===== src/rtl/alu_multicycle_if.sv =====
// Handshake bus for alu_multicycle: operand/op input channel and result output channel.
interface alu_multicycle_if #(
  parameter int WIDTH = 32
);
  logic             in_valid;
  logic             in_ready;
  logic [WIDTH-1:0] a;
  logic [WIDTH-1:0] b;
  logic [2:0]       op;
  logic             out_valid;
  logic             out_ready;
  logic [WIDTH-1:0] result;
  logic [1:0]       flags;
  logic             div_zero;

  modport master (
    output in_valid, a, b, op, out_ready,
    input  in_ready, out_valid, result, flags, div_zero
  );

  modport slave (
    input  in_valid, a, b, op, out_ready,
    output in_ready, out_valid, result, flags, div_zero
  );
endinterface


===== src/rtl/alu_multicycle.sv =====
// Multi-cycle ALU: single-cycle ADD/SUB/logic ops, iterative shift-add MUL and
// restoring DIV, valid/ready handshake on both sides.
module alu_multicycle #(
  parameter int WIDTH = 32
) (
  input logic             clk,
  input logic             rst,
  alu_multicycle_if.slave bus
);
  localparam int CNT_W = $clog2(WIDTH) + 1;

  typedef enum logic [1:0] {S_IDLE, S_BUSY, S_DONE} state_t;
  typedef enum logic [2:0] {
    OP_ADD = 3'b000, OP_SUB = 3'b001, OP_MUL = 3'b010, OP_DIV = 3'b011,
    OP_AND = 3'b100, OP_OR  = 3'b101, OP_XOR = 3'b110, OP_NOT = 3'b111
  } op_t;

  state_t           state, state_nx;
  op_t              op_r;
  op_t              op_in;
  logic [WIDTH-1:0] acc, opnd, shreg;
  logic [WIDTH-1:0] acc_nx, opnd_nx, shreg_nx;
  logic [CNT_W-1:0] cnt;
  logic [WIDTH-1:0] result_r;
  logic [1:0]       flags_r;
  logic             dz_r;
  logic [WIDTH-1:0] fast_res;
  logic [WIDTH-1:0] long_res;
  logic             is_long;
  logic             accept;
  logic             last_iter;
  logic [WIDTH:0]   rem_sh;
  logic [WIDTH:0]   diff;

  assign op_in     = op_t'(bus.op);
  assign accept    = bus.in_valid && (state == S_IDLE);
  assign last_iter = (cnt == CNT_W'(1));
  assign is_long   = (op_in == OP_MUL) || ((op_in == OP_DIV) && (bus.b != '0));

  assign bus.in_ready  = (state == S_IDLE);
  assign bus.out_valid = (state == S_DONE);
  assign bus.result    = result_r;
  assign bus.flags     = flags_r;
  assign bus.div_zero  = dz_r;

  // Single-cycle result for ops that finish at accept (DIV here only when b==0)
  always_comb begin
    fast_res = '0;
    unique case (op_in)
      OP_ADD:  fast_res = bus.a + bus.b;
      OP_SUB:  fast_res = bus.a - bus.b;
      OP_AND:  fast_res = bus.a & bus.b;
      OP_OR:   fast_res = bus.a | bus.b;
      OP_XOR:  fast_res = bus.a ^ bus.b;
      OP_NOT:  fast_res = ~bus.a;
      OP_DIV:  fast_res = '1;
      default: fast_res = '0;
    endcase
  end

  // One iteration of the shared datapath.
  // MUL: acc = partial product, opnd = shifted multiplicand, shreg = multiplier.
  // DIV: acc = partial remainder, opnd = divisor, shreg = dividend bits shifting
  //      out the top while quotient bits shift in at the bottom.
  always_comb begin
    acc_nx   = acc;
    opnd_nx  = opnd;
    shreg_nx = shreg;
    rem_sh   = {acc, shreg[WIDTH-1]};
    diff     = rem_sh - {1'b0, opnd};
    if (op_r == OP_MUL) begin
      acc_nx   = acc + (shreg[0] ? opnd : '0);
      opnd_nx  = opnd << 1;
      shreg_nx = shreg >> 1;
    end else if (!diff[WIDTH]) begin
      acc_nx   = diff[WIDTH-1:0];
      shreg_nx = {shreg[WIDTH-2:0], 1'b1};
    end else begin
      acc_nx   = rem_sh[WIDTH-1:0];
      shreg_nx = {shreg[WIDTH-2:0], 1'b0};
    end
    long_res = (op_r == OP_MUL) ? acc_nx : shreg_nx;
  end

  // FSM state register
  always_ff @(posedge clk) begin
    if (rst) state <= S_IDLE;
    else     state <= state_nx;
  end

  // FSM next-state logic
  always_comb begin
    state_nx = state;
    unique case (state)
      S_IDLE: if (accept) state_nx = is_long ? S_BUSY : S_DONE;
      S_BUSY: if (last_iter) state_nx = S_DONE;
      S_DONE: if (bus.out_ready) state_nx = S_IDLE;
      default: state_nx = S_IDLE;
    endcase
  end

  // Operand latch, iteration registers and result/flags registers
  always_ff @(posedge clk) begin
    if (rst) begin
      op_r     <= OP_ADD;
      acc      <= '0;
      opnd     <= '0;
      shreg    <= '0;
      cnt      <= '0;
      result_r <= '0;
      flags_r  <= '0;
      dz_r     <= 1'b0;
    end else begin
      unique case (state)
        S_IDLE: if (accept) begin
          op_r <= op_in;
          if (is_long) begin
            cnt   <= CNT_W'(WIDTH);
            acc   <= '0;
            opnd  <= (op_in == OP_MUL) ? bus.a : bus.b;
            shreg <= (op_in == OP_MUL) ? bus.b : bus.a;
            dz_r  <= 1'b0;
          end else begin
            result_r <= fast_res;
            flags_r  <= {fast_res[WIDTH-1], fast_res == '0};
            dz_r     <= (op_in == OP_DIV);
          end
        end
        S_BUSY: begin
          acc   <= acc_nx;
          opnd  <= opnd_nx;
          shreg <= shreg_nx;
          cnt   <= cnt - CNT_W'(1);
          if (last_iter) begin
            result_r <= long_res;
            flags_r  <= {long_res[WIDTH-1], long_res == '0};
          end
        end
        default: ;
      endcase
    end
  end
endmodule


===== src/flat_wrapper.sv =====
// flat-port wrapper written by rule: the top's interface ports become plain ports
module alu_multicycle_flat 
#(
  parameter int WIDTH = 32
)
  (clk, rst, bus_in_valid, bus_a, bus_b, bus_op, bus_out_ready, bus_in_ready, bus_out_valid, bus_result, bus_flags, bus_div_zero);
  alu_multicycle_if #(.WIDTH(WIDTH)) bus_i ();
  input logic clk;
  input logic rst;
  input wire logic [$bits(bus_i.in_valid)-1:0] bus_in_valid;
  input wire logic [$bits(bus_i.a)-1:0] bus_a;
  input wire logic [$bits(bus_i.b)-1:0] bus_b;
  input wire logic [$bits(bus_i.op)-1:0] bus_op;
  input wire logic [$bits(bus_i.out_ready)-1:0] bus_out_ready;
  output wire logic [$bits(bus_i.in_ready)-1:0] bus_in_ready;
  output wire logic [$bits(bus_i.out_valid)-1:0] bus_out_valid;
  output wire logic [$bits(bus_i.result)-1:0] bus_result;
  output wire logic [$bits(bus_i.flags)-1:0] bus_flags;
  output wire logic [$bits(bus_i.div_zero)-1:0] bus_div_zero;
  assign bus_i.in_valid = bus_in_valid;
  assign bus_i.a = bus_a;
  assign bus_i.b = bus_b;
  assign bus_i.op = bus_op;
  assign bus_i.out_ready = bus_out_ready;
  assign bus_in_ready = bus_i.in_ready;
  assign bus_out_valid = bus_i.out_valid;
  assign bus_result = bus_i.result;
  assign bus_flags = bus_i.flags;
  assign bus_div_zero = bus_i.div_zero;
  alu_multicycle #(.WIDTH(WIDTH)) u_core (.clk(clk), .rst(rst), .bus(bus_i));
endmodule

===== config.mk =====
export PLATFORM = sky130hd
export DESIGN_NAME = alu_multicycle_flat
export DESIGN_NICKNAME = d
export VERILOG_FILES = /design/src/rtl/alu_multicycle_if.sv /design/src/rtl/alu_multicycle.sv /design/src/flat_wrapper.sv
export SDC_FILE = /design/constraint.sdc
export NUM_CORES = 1
export LEC_CHECK = 0
export CAP_MARGIN = 25
export CORE_MARGIN = 10
export CORE_UTILIZATION = 40
export CTS_CLUSTER_SIZE = 40
export DETAILED_ROUTE_END_ITERATION = 16
export PLACE_DENSITY = 0.72
export SLEW_MARGIN = 20
export SYNTH_ARGS = -nofsm -noshare
export SYNTH_HDL_FRONTEND = slang
export SYNTH_SLANG_ARGS = --single-unit

===== constraint.sdc =====
create_clock -name clk -period 4.8 [get_ports clk]
set_input_delay 0.96 -clock clk [delete_from_list [all_inputs] [get_ports clk]]
set_output_delay 0.96 -clock clk [all_outputs]
set_load 0.01 [all_outputs]

-- Word-level counts from Yosys, hierarchy flattened
Cells that the tools add are included.
- register bits: 142
- logic and storage cells: 85
- bitwise gates (word level): 4
- reductions and logical operators: 14
- equality and inequality tests: 17
- multiplexer cells: 36
- $add $sub $neg: 5
- operator list (kind ; number):
    $mux 32 ; 17
    $pmux 32 s2 ; 4
    $pmux 32 s7 ; 1
    $add 32x32->32 ; 2
    $logic_not 32->1 ; 2
    $sub 33x32->33 ; 1
    $and 32x32->32 ; 1
    $not 32->32 ; 1
    $or 32x32->32 ; 1
    $reduce_bool 32->1 ; 1
    $sub 32x32->32 ; 1
    $xor 32x32->32 ; 1
    $mux 2 ; 7
    $eq 3x3->1 const B ; 4
    $mux 6 ; 2
    $pmux 6 s2 ; 1
    $eq 3x2->1 const B ; 3
    $ne 2x1->1 const B ; 4
    $reduce_and 4->1 ; 2
    $eq 6x1->1 const B ; 1
    $pmux 2 s3 ; 1
    $reduce_and 3->1 ; 2
    $sub 6x1->6 const B ; 1
    $ne 2x2->1 const B ; 2
    other kinds (11) ; 13

-- Depth between registers and ports, before layout
- depth in word-level cells: 7
- gate-level depth with buffers: 22
- depth with buffers taken out: 19

-- Worst setup path after synthesis
OpenSTA, ideal clock, no wires.
- kind: input port to flip-flop
- from: input port bus_op[0]
- to: register u_core.flags_r[1] (netlist: u_core.bus.flags[1])
- stages on the path: 21
- arrival: 5035 ps
- setup slack: -351 ps
- setup time: 116 ps
- required time: 4684 ps
- path through: clkbuf_1 clkbuf_1 clkbuf_1 and2_1 clkbuf_1 clkbuf_1 nor2_1 xnor2_1 ha_1 clkbuf_1 nand3_1 a2bb2oi_1 a211o_1 a311oi_1 o21ai_0 a21oi_1 xnor2_1 a211oi_1 a221oi_1 nand2_1 a31o_2
- word-level cells in the longest chain between the ends: 5
- RTL lines (what ; line ; text):
    start: declaration ; flat_wrapper.sv:13 ; input wire logic [$bits(bus_i.op)-1:0] bus_op;
    $eq 3x2->1 (tied with other cells) ; alu_multicycle.sv:38, alu_multicycle.sv:49 ;
    $pmux 32 s7 or $logic_and 1x1->1 (tied branches) ; alu_multicycle.sv:49, alu_multicycle.sv:38 ;
    $mux 2 or $logic_or 1x1->1 (tied branches) ; alu_multicycle.sv:117, alu_multicycle.sv:38 ;
    $mux 2 or $ne 2x2->1 (tied branches) ; - ;
    $pmux 2 s2 or $reduce_and 4->1 (tied branches) ; - ;
    end signal: assignment ; alu_multicycle.sv:125 ; flags_r <= {fast_res[WIDTH-1], fast_res == '0};
    end signal: assignment ; alu_multicycle.sv:136 ; flags_r <= {long_res[WIDTH-1], long_res == '0};
    end: declaration ; alu_multicycle.sv:25 ; logic [1:0] flags_r;
Parallel ways exist; a longest one is shown, timed or not. The select of a mux whose other input is x is not followed.
A chain may end at the register's enable or synchronous reset.

-- Worst setup path after layout
- from: input port bus_b[2]
- to: register u_core.flags_r[1] (netlist: u_core.bus.flags[1])
- word-level cells in the longest chain between the ends: 5
- RTL lines (what ; line ; text):
    start: declaration ; flat_wrapper.sv:12 ; input wire logic [$bits(bus_i.b)-1:0] bus_b;
    $sub 32x32->32 (tied with other cells) ; alu_multicycle.sv:51 ; OP_SUB: fast_res = bus.a - bus.b;
    $pmux 32 s7 or $logic_and 1x1->1 (tied branches) ; alu_multicycle.sv:49, alu_multicycle.sv:38 ;
    $mux 2 or $logic_or 1x1->1 (tied branches) ; alu_multicycle.sv:117, alu_multicycle.sv:38 ;
    $mux 2 or $ne 2x2->1 (tied branches) ; - ;
    $pmux 2 s2 or $reduce_and 4->1 (tied branches) ; - ;
Parallel ways exist; a longest one is shown, timed or not. The select of a mux whose other input is x is not followed.

==> flow_summary.rst <==
.. list-table::
   :header-rows: 1

   * - Metric
     - Value
   * - Filler Cell Count
     - 3,910
   * - Number of buffers inserted for hold repair after clock tree synthesis
     - 0
   * - Core area
     - 39,640 µm²
   * - Initial core utilization
     - 0.4045
   * - Number of buffers on the longest clock path
     - 2
   * - Non-filler cells, final
     - 3,003
   * - Number of iterations in the first detailed-routing pass
     - 5
   * - Estimated wirelength of the detail-placed design
     - 47,650 µm
   * - FFs w/ async S/R, synth
     - 0
   * - Top cells by count, synth
     - sky130_fd_sc_hd__nand2_1 (285), sky130_fd_sc_hd__a21oi_1 (260), sky130_fd_sc_hd__nor2_1 (182)
   * - RePlAce Congestion
     - 0.9684
   * - Number of sinks driven by the clock tree
     - 141
   * - Worst setup skew after layout
     - 0.01217 ns
   * - Highest Clock Rate
     - 219.7 MHz
   * - Seq/Total Area, Yosys
     - 0.1761
   * - Setup-violating endpoint count in the final report
     - 0
   * - Max-slew violations
     - 0
   * - Total gr overflow
     - 0
   * - Per-cell routed wire length
     - 19.96 µm
   * - TritonCTS clock tree
     - done
   * - Library cell occupying the most area in the post-synthesis netlist
     - sky130_fd_sc_hd__dfxtp_1
   * - Reg area
     - 2823 µm²
   * - Drc violations
     - 0
   * - CTS Buf Count
     - 17
   * - Post-Syn Nets
     - 2,494
   * - Synth Area per Inst
     - 7.097 µm²
   * - Pin count of the biggest net entering global routing
     - 75
   * - Cell Area, Synth
     - 16,030 µm²
   * - Cell variety after synth
     - 84
   * - Critical path arrival
     - 4.88 ns
   * - Crit path max fanout
     - 5
   * - Portion of synthesized cell area occupied by the leading cell type
     - 0.1761
   * - Sum of routed wire length over all layers
     - 59,950 µm
   * - Signed area change from the synthesized netlist to the final layout
     - 24.63%
   * - Worst slew margin relative to its limit
     - 0.4452
   * - Final Worst Setup Slack
     - 0.2489 ns
   * - Antenna diode count
     - 0
   * - Type of the worst min-delay path
     - flop to flop
   * - Startpoint class of the critical path
     - input port
   * - Top_reg_cell synth
     - sky130_fd_sc_hd__dfxtp_1
   * - Via count of the first global-routing pass
     - 16,723
   * - Max IR drop VDD
     - 0.1782 mV
   * - Hold violation total from the final report
     - 0
   * - Die X-Extent
     - 220.2 µm
   * - Multi-input gate area
     - 12,520 µm²
   * - Synthesized flop and latch total
     - 141
   * - Number of design-rule violations left by the first detailed-router iteration
     - 1,736
   * - Number of enable flip-flop cells after synthesis
     - 0
   * - Fraction of layout cells with a size suffix above 1
     - 0.1473
   * - Post-layout net count
     - 2,700
   * - Period minus WS final
     - 4.551 ns
   * - Port Buf Inserts
     - 107
   * - Ranking of synthesized cells by area
     - sky130_fd_sc_hd__dfxtp_1 (18%), sky130_fd_sc_hd__ha_1 (13%), sky130_fd_sc_hd__a21oi_1 (8.1%)
   * - Total Neg Setup Slack
     - 0 ns
   * - Number of warnings printed during yosys synthesis
     - 0
   * - Capturing element type of the critical path
     - flop
   * - Post-detailed-route count of antenna-violating nets
     - 0
   * - Via count normalized by instance count
     - 5.940
   * - Wire length of the first global-routing pass
     - 93,550 µm
   * - Worst setup path category
     - input port to flop
   * - LEAKAGE
     - 8.579 nW
   * - Worst slack, placed
     - -0.7272 ns
   * - Number of placed instances with taps included
     - 2,967
   * - Initial antenna violation count
     - 0
   * - Top-level port count
     - 108
   * - Global-route usage over all layers
     - 0.2404
   * - Worst path required time
     - 5.13 ns
   * - Most common cell in the synthesized netlist
     - sky130_fd_sc_hd__nand2_1
   * - Outcome
     - finished, final reports clean
   * - Die Span Y
     - 220.2 µm
   * - Period Utilization, post-route
     - 0.9482
   * - Row count
     - 73
   * - Root Buffer
     - sky130_fd_sc_hd__clkbuf_16
   * - Register clock-pin slew on the reported worst setup and hold paths
     - 0.06 ns
   * - Worst Tran Pin Value
     - 0.8322 ns
   * - CTS H-tree lvls
     - 4
   * - Clock latency at the later pin of the worst-skew pair
     - 0.44 ns
   * - Cells after Synth
     - 2,259
   * - Pwr Density
     - 264.5 nW/µm²
   * - Vias after detailed routing
     - 17,839
   * - Die Footprint
     - 48,490 µm²
   * - MaxCap Viol Count
     - 0
==> kinds of logic after synthesis <==
family | count (synthesis) | synth area share
AOI/OAI and AO/OA | 816 | 0.3354
adders and majority gates | 164 | 0.1294
buffers and inverters | 273 | 0.06852
muxes | 39 | 0.02521
DFF | 141 | 0.1761
and+or+nand+nor | 719 | 0.2070
xor gates and xnor gates | 107 | 0.05845
==> cells in the final DEF, fill, tap and decap left out, types with 43 or more instances in the layout <==
master                            netlist  routed
sky130_fd_sc_hd__nand2_1              285     282
sky130_fd_sc_hd__a21oi_1              260     252
sky130_fd_sc_hd__buf_4                  4     223
sky130_fd_sc_hd__nor2_1               182     175
sky130_fd_sc_hd__ha_1                 161     159
sky130_fd_sc_hd__dfxtp_1              141     141
sky130_fd_sc_hd__inv_1                123     122
sky130_fd_sc_hd__clkdlybuf4s50_1        0      98
sky130_fd_sc_hd__o211ai_1              91      91
sky130_fd_sc_hd__o21ai_0               82      71
sky130_fd_sc_hd__xnor2_1               69      67
sky130_fd_sc_hd__a211oi_1              72      67
sky130_fd_sc_hd__a21o_1                54      54
sky130_fd_sc_hd__nand3_1               46      43
==> layout make-up <==
type / count / share of cell area
inverters: 123 / 0.02311
multi-input cells: 1845 / 0.6267
clock buffers: 22 / 0.02373
well taps: 525 / 0.03287
repair buffers: 337 / 0.1443
clock inverters: 10 / 0.008015
flip-flops and latches: 141 / 0.1413
==> registers in the layout, indices dropped and copies added, names as in the netlist <==
signal / flops
u_core.cnt: 6
u_core.bus.flags: 2
u_core.opnd: 32
u_core.state: 2
u_core.bus.div_zero: 1
u_core.bus.result: 31
u_core.shreg: 32
u_core.acc: 32
u_core.op_r: 3
==> where the power goes <==
| part | switching [mW] | internal, mW | total [mW] |
|---|---|---|---|
| logic | 1.43 | 1.08 | 2.51 |
| registers | 0.0833 | 1.25 | 1.33 |
| clock network | 0.534 | 0.911 | 1.44 |
| total | 2.05 | 3.23 | 5.29 |
==> layer usage <==
layer	vias to the layer above	GRT usage	share of wire
met5	-	0	0
met4	0	0.08925	0.033
met3	81	0.03318	0.069
met2	706	0.3701	0.44
met1	8358	0.3345	0.46
li1	8694	-	-
==> metrics by stage <==
stage | power [mW] | cell area [µm²] | utilization | hold WS (ns)
final | 5.285 | 19980 | 0.5041 | 0.4559
after global routing | 5.581 | 19980 | 0.5041 | 0.4633
after CTS | 5.187 | 19580 | 0.4939 | 0.4517
after detailed placement | 3.730 | 18910 | 0.4771 | 0.4430
after global placement | 3.703 | 18910 | 0.4771 | 0.4422
after floorplan | 2.891 | 16040 | - | 0.4363
==> worst max-delay path, cell delays in order <==
cell and delay [ns]:
sky130_fd_sc_hd__clkdlybuf4s50_1 0.45, sky130_fd_sc_hd__nor3_1 0.21, sky130_fd_sc_hd__buf_4 0.15, sky130_fd_sc_hd__nand4_1 0.16, sky130_fd_sc_hd__nor3_4 0.27, sky130_fd_sc_hd__nor2_1 0.08, sky130_fd_sc_hd__xnor2_1 0.13, sky130_fd_sc_hd__ha_2 0.37
sky130_fd_sc_hd__nand3_1 0.10, sky130_fd_sc_hd__a2bb2oi_2 0.16, sky130_fd_sc_hd__a211o_1 0.36, sky130_fd_sc_hd__a311oi_2 0.23, sky130_fd_sc_hd__buf_4 0.16, sky130_fd_sc_hd__o21ai_1 0.06, sky130_fd_sc_hd__a21oi_1 0.17, sky130_fd_sc_hd__xnor2_1 0.15
sky130_fd_sc_hd__a211oi_1 0.11, sky130_fd_sc_hd__a221oi_2 0.27, sky130_fd_sc_hd__nand2_1 0.10, sky130_fd_sc_hd__a31o_2 0.23
==> path summary, 6_finish.rpt <==
path / endpoint / startpoint / slack, ns / depth (start not counted)
max reg2reg: u_core.bus.flags[0]$_SDFFE_PP0P_ / u_core.shreg[0]$_SDFFE_PP0P_ / 0.41 / 13
min reg2reg: u_core.bus.result[11]$_SDFFE_PP0P_ / u_core.bus.result[11]$_SDFFE_PP0P_ / 0.46 / 2
max: u_core.bus.flags[1]$_SDFFE_PP0P_ / bus_b[2] / 0.25 / 20
min: u_core.bus.result[11]$_SDFFE_PP0P_ / u_core.bus.result[11]$_SDFFE_PP0P_ / 0.46 / 2
==> what timing repair did <==
item,CTS,global route
gates cloned,0,0
setup buffers,0,3
gates resized for setup,8,82
pin swaps,1,34
endpoints found under the setup margin,3,15
Note: power is estimated with default switching activity, not from simulation.
